File: src/rtl/fem_stream_tx_if.sv
// Word stream from fem_stream_tx to the classifier/FIFO.
// master drives data and framing; slave drives out_ready.
interface fem_stream_tx_if #(
  parameter int DATA_WIDTH = 32,
  parameter int N_FEATURES = 28
);
  localparam int IDX_W = $clog2(N_FEATURES + 1);

  logic [DATA_WIDTH-1:0] out_data;
  logic                  out_valid;
  logic                  out_ready;
  logic                  out_sop;
  logic                  out_eop;
  logic [IDX_W-1:0]      out_idx;

  modport master (
    output out_data,
    output out_valid,
    output out_sop,
    output out_eop,
    output out_idx,
    input  out_ready
  );

  modport slave (
    input  out_data,
    input  out_valid,
    input  out_sop,
    input  out_eop,
    input  out_idx,
    output out_ready
  );
endinterface

File: src/rtl/fem_stream_tx.sv
// Serializes parallel feature vectors into a ready/valid word stream.
// Define FEM_TX_CHECKSUM_EN to append an XOR checksum beat per vector.
module fem_stream_tx #(
  parameter int DATA_WIDTH = 32,
  parameter int N_FEATURES = 28,
  parameter int CNT_WIDTH  = 16
) (
  input  logic                                  clk,
  input  logic                                  rst,
  input  logic [N_FEATURES-1:0][DATA_WIDTH-1:0] agg_features,
  input  logic                                  agg_valid,
  fem_stream_tx_if.master                       tx,
  output logic                                  busy,
  output logic [CNT_WIDTH-1:0]                  drop_cnt
);
  localparam int IDX_W = $clog2(N_FEATURES + 1);
  localparam int SEL_W = $clog2(N_FEATURES);

`ifdef FEM_TX_CHECKSUM_EN
  localparam logic [IDX_W-1:0] LAST = IDX_W'(N_FEATURES);
`else
  localparam logic [IDX_W-1:0] LAST = IDX_W'(N_FEATURES - 1);
`endif

  typedef logic [N_FEATURES-1:0][DATA_WIDTH-1:0] vec_t;
  typedef enum logic {IDLE, SEND} state_t;

  state_t               state_q, state_d;
  logic [IDX_W-1:0]     idx_q, idx_d;
  vec_t                 active_q, active_d;
  vec_t                 pend_q, pend_d;
  logic                 pflag_q, pflag_d;
  logic [CNT_WIDTH-1:0] drop_q, drop_d;

  logic                  send;
  logic                  last_acc;
  logic [DATA_WIDTH-1:0] word;

  assign send     = (state_q == SEND);
  assign last_acc = send && tx.out_ready && (idx_q == LAST);

`ifdef FEM_TX_CHECKSUM_EN
  // Checksum is a pure function of the captured vector.
  function automatic logic [DATA_WIDTH-1:0] xor_all(input vec_t v);
    logic [DATA_WIDTH-1:0] acc;
    acc = '0;
    for (int i = 0; i < N_FEATURES; i++) begin
      acc = acc ^ v[i];
    end
    return acc;
  endfunction

  // Data word mux: feature words, then checksum on the final beat.
  always_comb begin
    word = '0;
    if (idx_q == LAST) word = xor_all(active_q);
    else               word = active_q[idx_q[SEL_W-1:0]];
  end
`else
  // Data word mux: current feature word.
  always_comb begin
    word = active_q[idx_q[SEL_W-1:0]];
  end
`endif

  // Stream outputs decoded from state and index.
  always_comb begin
    tx.out_valid = send;
    tx.out_data  = send ? word : '0;
    tx.out_idx   = idx_q;
    tx.out_sop   = send && (idx_q == '0);
    tx.out_eop   = send && (idx_q == LAST);
    busy         = send;
    drop_cnt     = drop_q;
  end

  // Next-state: capture, beat advance, pending hand-off, drops.
  always_comb begin
    state_d  = state_q;
    idx_d    = idx_q;
    active_d = active_q;
    pend_d   = pend_q;
    pflag_d  = pflag_q;
    drop_d   = drop_q;
    unique case (state_q)
      IDLE: begin
        if (agg_valid) begin
          active_d = agg_features;
          idx_d    = '0;
          state_d  = SEND;
        end
      end
      SEND: begin
        if (last_acc) begin
          idx_d = '0;
          if (pflag_q) begin
            active_d = pend_q;
            pflag_d  = 1'b0;
            if (agg_valid) begin
              pend_d  = agg_features;
              pflag_d = 1'b1;
            end
          end else if (agg_valid) begin
            active_d = agg_features;
          end else begin
            state_d = IDLE;
          end
        end else begin
          if (tx.out_ready) idx_d = idx_q + IDX_W'(1);
          if (agg_valid) begin
            if (!pflag_q) begin
              pend_d  = agg_features;
              pflag_d = 1'b1;
            end else if (drop_q != '1) begin
              drop_d = drop_q + CNT_WIDTH'(1);
            end
          end
        end
      end
      default: state_d = IDLE;
    endcase
  end

  // State and buffer registers; reset aborts any vector in flight.
  always_ff @(posedge clk or posedge rst) begin
    if (rst) begin
      state_q  <= IDLE;
      idx_q    <= '0;
      active_q <= '0;
      pend_q   <= '0;
      pflag_q  <= 1'b0;
      drop_q   <= '0;
    end else begin
      state_q  <= state_d;
      idx_q    <= idx_d;
      active_q <= active_d;
      pend_q   <= pend_d;
      pflag_q  <= pflag_d;
      drop_q   <= drop_d;
    end
  end
endmodule

File: src/flat_wrapper.sv
// flat-port wrapper written by rule: the top's interface ports become plain ports
module fem_stream_tx_flat 
#(
  parameter int DATA_WIDTH = 32,
  parameter int N_FEATURES = 28,
  parameter int CNT_WIDTH  = 16
)
  (clk, rst, agg_features, agg_valid, busy, drop_cnt, tx_out_data, tx_out_valid, tx_out_sop, tx_out_eop, tx_out_idx, tx_out_ready);
  fem_stream_tx_if #(.DATA_WIDTH(DATA_WIDTH), .N_FEATURES(N_FEATURES)) tx_i ();
  input  logic clk;
  input  logic rst;
  input  logic [N_FEATURES-1:0][DATA_WIDTH-1:0] agg_features;
  input  logic agg_valid;
  output logic busy;
  output logic [CNT_WIDTH-1:0] drop_cnt;
  output wire logic [$bits(tx_i.out_data)-1:0] tx_out_data;
  output wire logic [$bits(tx_i.out_valid)-1:0] tx_out_valid;
  output wire logic [$bits(tx_i.out_sop)-1:0] tx_out_sop;
  output wire logic [$bits(tx_i.out_eop)-1:0] tx_out_eop;
  output wire logic [$bits(tx_i.out_idx)-1:0] tx_out_idx;
  input wire logic [$bits(tx_i.out_ready)-1:0] tx_out_ready;
  assign tx_out_data = tx_i.out_data;
  assign tx_out_valid = tx_i.out_valid;
  assign tx_out_sop = tx_i.out_sop;
  assign tx_out_eop = tx_i.out_eop;
  assign tx_out_idx = tx_i.out_idx;
  assign tx_i.out_ready = tx_out_ready;
  fem_stream_tx #(.DATA_WIDTH(DATA_WIDTH), .N_FEATURES(N_FEATURES), .CNT_WIDTH(CNT_WIDTH)) u_core (.clk(clk), .rst(rst), .agg_features(agg_features), .agg_valid(agg_valid), .tx(tx_i), .busy(busy), .drop_cnt(drop_cnt));
endmodule
File: config.mk
export PLATFORM = sky130hd
export DESIGN_NAME = fem_stream_tx_flat
export DESIGN_NICKNAME = d
export VERILOG_FILES = /design/src/rtl/fem_stream_tx_if.sv /design/src/rtl/fem_stream_tx.sv /design/src/flat_wrapper.sv
export SDC_FILE = /design/constraint.sdc
export NUM_CORES = 2
export LEC_CHECK = 0
export CAP_MARGIN = 10
export CORE_ASPECT_RATIO = 0.6
export CORE_MARGIN = 1
export CORE_UTILIZATION = 40
export CTS_BUF_LIST = sky130_fd_sc_hd__clkbuf_4 sky130_fd_sc_hd__clkbuf_8 sky130_fd_sc_hd__clkbuf_16
export DETAILED_ROUTE_END_ITERATION = 8
export PLACE_DENSITY = 0.61
export SLEW_MARGIN = 10
export SYNTH_ARGS = -nofsm -noshare
export SYNTH_HDL_FRONTEND = slang
export SYNTH_SLANG_ARGS = --single-unit
File: constraint.sdc
create_clock -name clk -period 112.1 [get_ports clk]
set_clock_uncertainty 0.1 [all_clocks]
set_input_delay 22.42 -clock clk [delete_from_list [all_inputs] [get_ports clk]]
set_output_delay 22.42 -clock clk [all_outputs]
set_load 0.01 [all_outputs]
======== Yosys cells after proc, flatten, opt, wreduce, memory -nomap -nowiden ========
Cells that the tools add are included.
word-level totals
  flip-flop bits (word level) ............. 1815
  bits in latches ......................... 0
  memory bits (writable) .................. 0
  bits in read-only memories .............. 0
  input port bits ......................... 900
  output and inout port bits .............. 57
  memories kept ........................... 0
operators by class
  add/subtract/negate cells ............... 2
  multiply operators ...................... 0
  divide/modulo/power cells ............... 0
  $lt $le $gt $ge ......................... 1
  equality and inequality tests ........... 8
  shift operators ......................... 0
  muxes and demuxes ....................... 23
  bitwise operators ....................... 2
  reduce and logical (&&, ||, !) cells .... 10
operator list
  kind                                                                          number
  896-bit two-way mux                                                           8
  896-bit case mux with 2 select lines                                          1
  32-bit binary-select mux with 5-bit select                                    1
  32-bit two-way mux                                                            2
  16-bit by 1-bit adder with 16-bit output, second input constant               1
  16-bit != test, second input constant                                         1
  5-bit two-way mux                                                             3
  5-bit case mux with 2 select lines                                            1
  5-bit AND reduction                                                           2
  2-bit != test, second input constant                                          4
  5-bit by 6-bit less-than comparator with 1-bit output, second input constant  1
  1-bit two-way mux                                                             6
  5-bit by 1-bit adder with 5-bit output, second input constant                 1
  5-bit == test, second input constant                                          1
  5-bit logical NOT                                                             1
  1-bit logical AND                                                             4
  2-bit AND reduction                                                           2
  3-bit != test, second input constant                                          1
  2-bit by 1-bit != test with 1-bit output, second input constant               1
  1-bit inverter                                                                2
  1-bit case mux with 2 select lines                                            1
  2-bit nonzero test                                                            1

======== Longest topological paths before layout ========
  word-level depth ........................ 4
  mapped depth ............................ 9
  gate-level depth less buffers ........... 6

======== Least setup slack after synthesis ========
OpenSTA, ideal clock, no wires.
  path type ............................... register to output
  start point ............................. reg u_core.idx_q[0] (netlist: u_core.tx.out_idx[0])
  end point ............................... out tx_out_data[14]
  data arrival time ....................... 2113 ps
  required time ........................... 89580 ps
  path slack .............................. 87467 ps
  stages on the path, launching flop included .. 8
  path buffers ............................ 3
  cells stage by stage .................... dfrtp_1 buf_4 buf_2 buf_1 mux2_2 a221oi_1 nand3_1 and3_1
between the ends
  longest elaborated chain between the ends .. 3
ends and longest elaborated chain
  what                                        line                  text
  start: declaration                          fem_stream_tx.sv:29   logic [IDX_W-1:0] idx_q, idx_d;
  start signal: assignment                    fem_stream_tx.sv:135  idx_q <= idx_d;
  32-bit binary-select mux with 5-bit select  fem_stream_tx.sv:62   word = active_q[idx_q[SEL_W-1:0]];
  32-bit two-way mux (implied by the code)    fem_stream_tx.sv:62
  32-bit two-way mux                          fem_stream_tx.sv:69   tx.out_data = send ? word : '0;
  end: declaration                            flat_wrapper.sv:16    output wire logic [$bits(tx_i.out_data)-1:0] tx_out_data;
Every way passes these cells. The select of a mux whose other input is x is not followed.

======== Final worst setup path ========
  start point ............................. reg u_core.idx_q[0] (netlist: u_core.tx.out_idx[0])
  end point ............................... out tx_out_data[21]
The elaborated chain is that of the path after synthesis.

==> flow_summary.json <==
{
  "avgViaCountPerCell": 6.22,
  "combPwrFrac_pct": 31.9,
  "synth_area_leader_cell": "dfrtp_1",
  "grt_usage_pct": 28.0,
  "netSwitchingPower_mw": 0.795,
  "postCtsSetupRepairBufs": 0,
  "r2r_slack_ns": 105.79,
  "layout_commonest_cell": "dfrtp_1",
  "swShare_pct": 33.2,
  "cts_sinks": 1815,
  "syn-cell-area_sq_um": 79200,
  "die_h_microns": 347,
  "worstSkewPairLatency_ns": 0.81,
  "synth-seq-cells": 1815,
  "setup_viol": 0,
  "drv_cap": 0,
  "layout-drive-gt1-share_pct": 17.5,
  "cts_tree": "done",
  "period_share_pct": 25.3,
  "fin_setup_tns_ns": 0,
  "seqPwrFrac_pct": 41.8,
  "ir_drop_uv": 13.9,
  "syn_avg_cell_area_sq_um": 13.8,
  "hold_viol": 0,
  "synth_area_leaders": "dfrtp_1, a2bb2oi_1, mux2_2",
  "grt_max_degree": 223,
  "crit_arrival_ns": 5.86,
  "overflow": 0,
  "clockBufferDepth": 4,
  "port_buffers": 956,
  "drtPass1Iterations": 5,
  "seqCellArea_sq_um": 45400,
  "fp.dieW_microns": 576,
  "gp_congestion": 0.886,
  "endpoint_kind": "primary output",
  "hold_ws_ns": 0.387,
  "syn_to_final_growth_pct": 21.8,
  "crit_cells": 7,
  "crit_top_cell": "buf_4",
  "fin_nets": 7264,
  "critPathKind": "reg -> out",
  "wl_microns": 285000,
  "hold_start": "u_core.pend_q[85]",
  "cts_resized": 0,
  "p_per_area_nw_per_um2": 24.8,
  "fmaxAchievable_mhz": 35.2,
  "synth_top_area_share_pct": 57.4,
  "cp.required_ns": 89.58,
  "worstSetupStartpoint": "u_core.tx.out_idx[0]",
  "clockRootBuffer": "clkbuf_16",
  "grt_pass1_vias": 57000,
  "hp-class": "reg -> reg",
  "drc": 0,
  "slew_violations": 38,
  "syn_nets": 6622,
  "path_cells": "buf_4, buf_4, mux4_2, a22oi_1, nand3_1, and3_1, clkdlybuf4s50_1",
  "core-area_sq_um": 197000,
  "synth_cell_types": 50,
  "postCtsHoldBufs": 0,
  "dpl.hpwl_microns": 191000,
  "slowest_delay_ns": 0.98,
  "fp-row-count": 126,
  "worst_slack_ns": 83.72,
  "start_util_pct": 40.3,
  "synth_flop_cell": "dfrtp_1",
  "cp-start-kind": "flip-flop",
  "cp_num_buf_inv": 3,
  "fin_util_pct": 49.1,
  "cts_buffers": 184,
  "fillers": 16800,
  "drtIter0Drc": 5516,
  "drt-wirelength-per-cell_microns": 31.0,
  "synth_warnings": 0,
  "drtAntennaViolNets": 0,
  "p_leak_nw": 40.0,
  "grt_first_pass_wirelength_microns": 412000,
  "synth_enable_flop_cells": 0,
  "vias": 57100,
  "internal_power_mw": 1.60,
  "postSynth.asyncResetShare_pct": 100,
  "post-place-ws_ns": 83.11,
  "htree_levels": 4,
  "cp-endpoint": "tx_out_data[21]",
  "die_area_sq_um": 200000,
  "cpMaxStageDelayCell": "dfrtp_4",
  "worstMarginPinSlew_ns": 1.55,
  "r2r_cells": 8,
  "synth_cells": 5719,
  "synth-seq-area-share_pct": 57.4,
  "clk_pin_slew_worst_paths_ns": 0.06,
  "io_pins": 957,
  "cp_max_fo": 54,
  "rr_startpoint": "u_core.tx.out_idx[4]",
  "period_needed_ns": 28.38,
  "final_cell_mix": "dfrtp_1, clkdlybuf4s50_1, o22ai_1",
  "multi_input_area_sq_um": 31000,
  "grt_antenna_before_repair": 124,
  "violations": "slew limit",
  "p_clk_share_pct": 26.4,
  "slew_headroom_pct": -3.11,
  "regToRegEndpoint": "u_core.pend_q[178]",
  "crit_family": "buffers and inverters",
  "status": "finished, violations left",
  "rsz0062_at_grt": "no"
}
==> kinds of logic (layout without fill, tap and decap cells) <==
kind of cell	after synthesis	after routing	synth area share [%]
compound gates	1918	1918	18.2
xor+xnor	17	17	0.188
fa+ha+maj	3	3	0.0474
buf+inv	599	1377	3.55
flops	1815	1815	57.4
mux	1158	1158	19.2
other cells	0	63	0
simple gates	209	209	1.48
==> cell type report <==
type	count	share of cell area [%]
clock inverter	50	0.555
tap	2624	3.40
multi-input combinational	3305	32.2
antenna	63	0.163
clock buffer	272	5.74
inverter	4	0.0234
timing repair buffer	1051	10.8
sequential	1815	47.1
==> worst min path at each step <==
stage,endpoint,cells after the start
2_1_floorplan,u_core.pend_q[0],1
3_3_place_gp,u_core.pend_q[40],1
3_5_place_dp,u_core.pend_q[65],1
4_1_cts,u_core.pend_q[85],1
5_1_grt,u_core.pend_q[467],1
6_report,u_core.pend_q[85],1
==> power by group through the flow <==
stage | registers [mW] | clock network, mW | logic [mW]
global placement | 0.996 | 0 | 0.746
floorplan | 0.960 | 0 | 0.440
global route | 1.02 | 0.668 | 0.799
finish | 0.998 | 0.630 | 0.762
CTS | 0.992 | 0.640 | 0.760
detailed placement | 0.999 | 0 | 0.758
==> metrics by stage <==
step	instances	power, mW	instance area (sq um)
final	9184	2.39	96500
after CTS	9120	2.39	96300
after global placement	8798	1.74	90200
after global routing	9173	2.49	96400
after floorplan	5719	1.40	79200
after detailed placement	8798	1.76	90200
==> metal layers <==
| metal | GRT usage [%] | vias up | wire length (microns) |
|---|---|---|---|
| li1 | - | 24000 | - |
| met1 | 41.5 | 30500 | 129000 |
| met2 | 39.5 | 2064 | 124000 |
| met3 | 7.20 | 426 | 22700 |
| met4 | 9.57 | 68 | 8460 |
| met5 | 0 | - | 419 |
==> flip-flops by register name (all words and copies together) (netlist names) <==
register	flops
u_core.active_q	896
u_core.busy	1
u_core.drop_cnt	16
u_core.pend_q	896
u_core.pflag_q	1
u_core.tx.out_idx	5
==> cell usage after synthesis, types with 2 or more instances <==
master	n
o31a_1	3
o21ai_0	7
xor2_1	2
a2bb2oi_1	895
nor2_1	8
buf_4	5
a211oi_1	2
nand3b_1	28
o22ai_1	897
xnor2_1	15
nor3b_1	2
a221oi_1	28
a32o_1	3
nor2b_1	7
and4_1	2
nand2_1	43
a21oi_1	4
dfrtp_1	1815
nand3_1	64
mux2_1	440
o211a_1	2
buf_1	48
and2_1	4
mux2_2	514
buf_2	133
mux2i_1	13
clkbuf_1	359
buf_6	50
inv_1	4
ha_1	3
mux4_2	191
a22oi_1	62
a31oi_1	3
nand4_1	9
o2111ai_1	5
and3_1	35
Note: power is estimated with default switching activity, not from simulation.
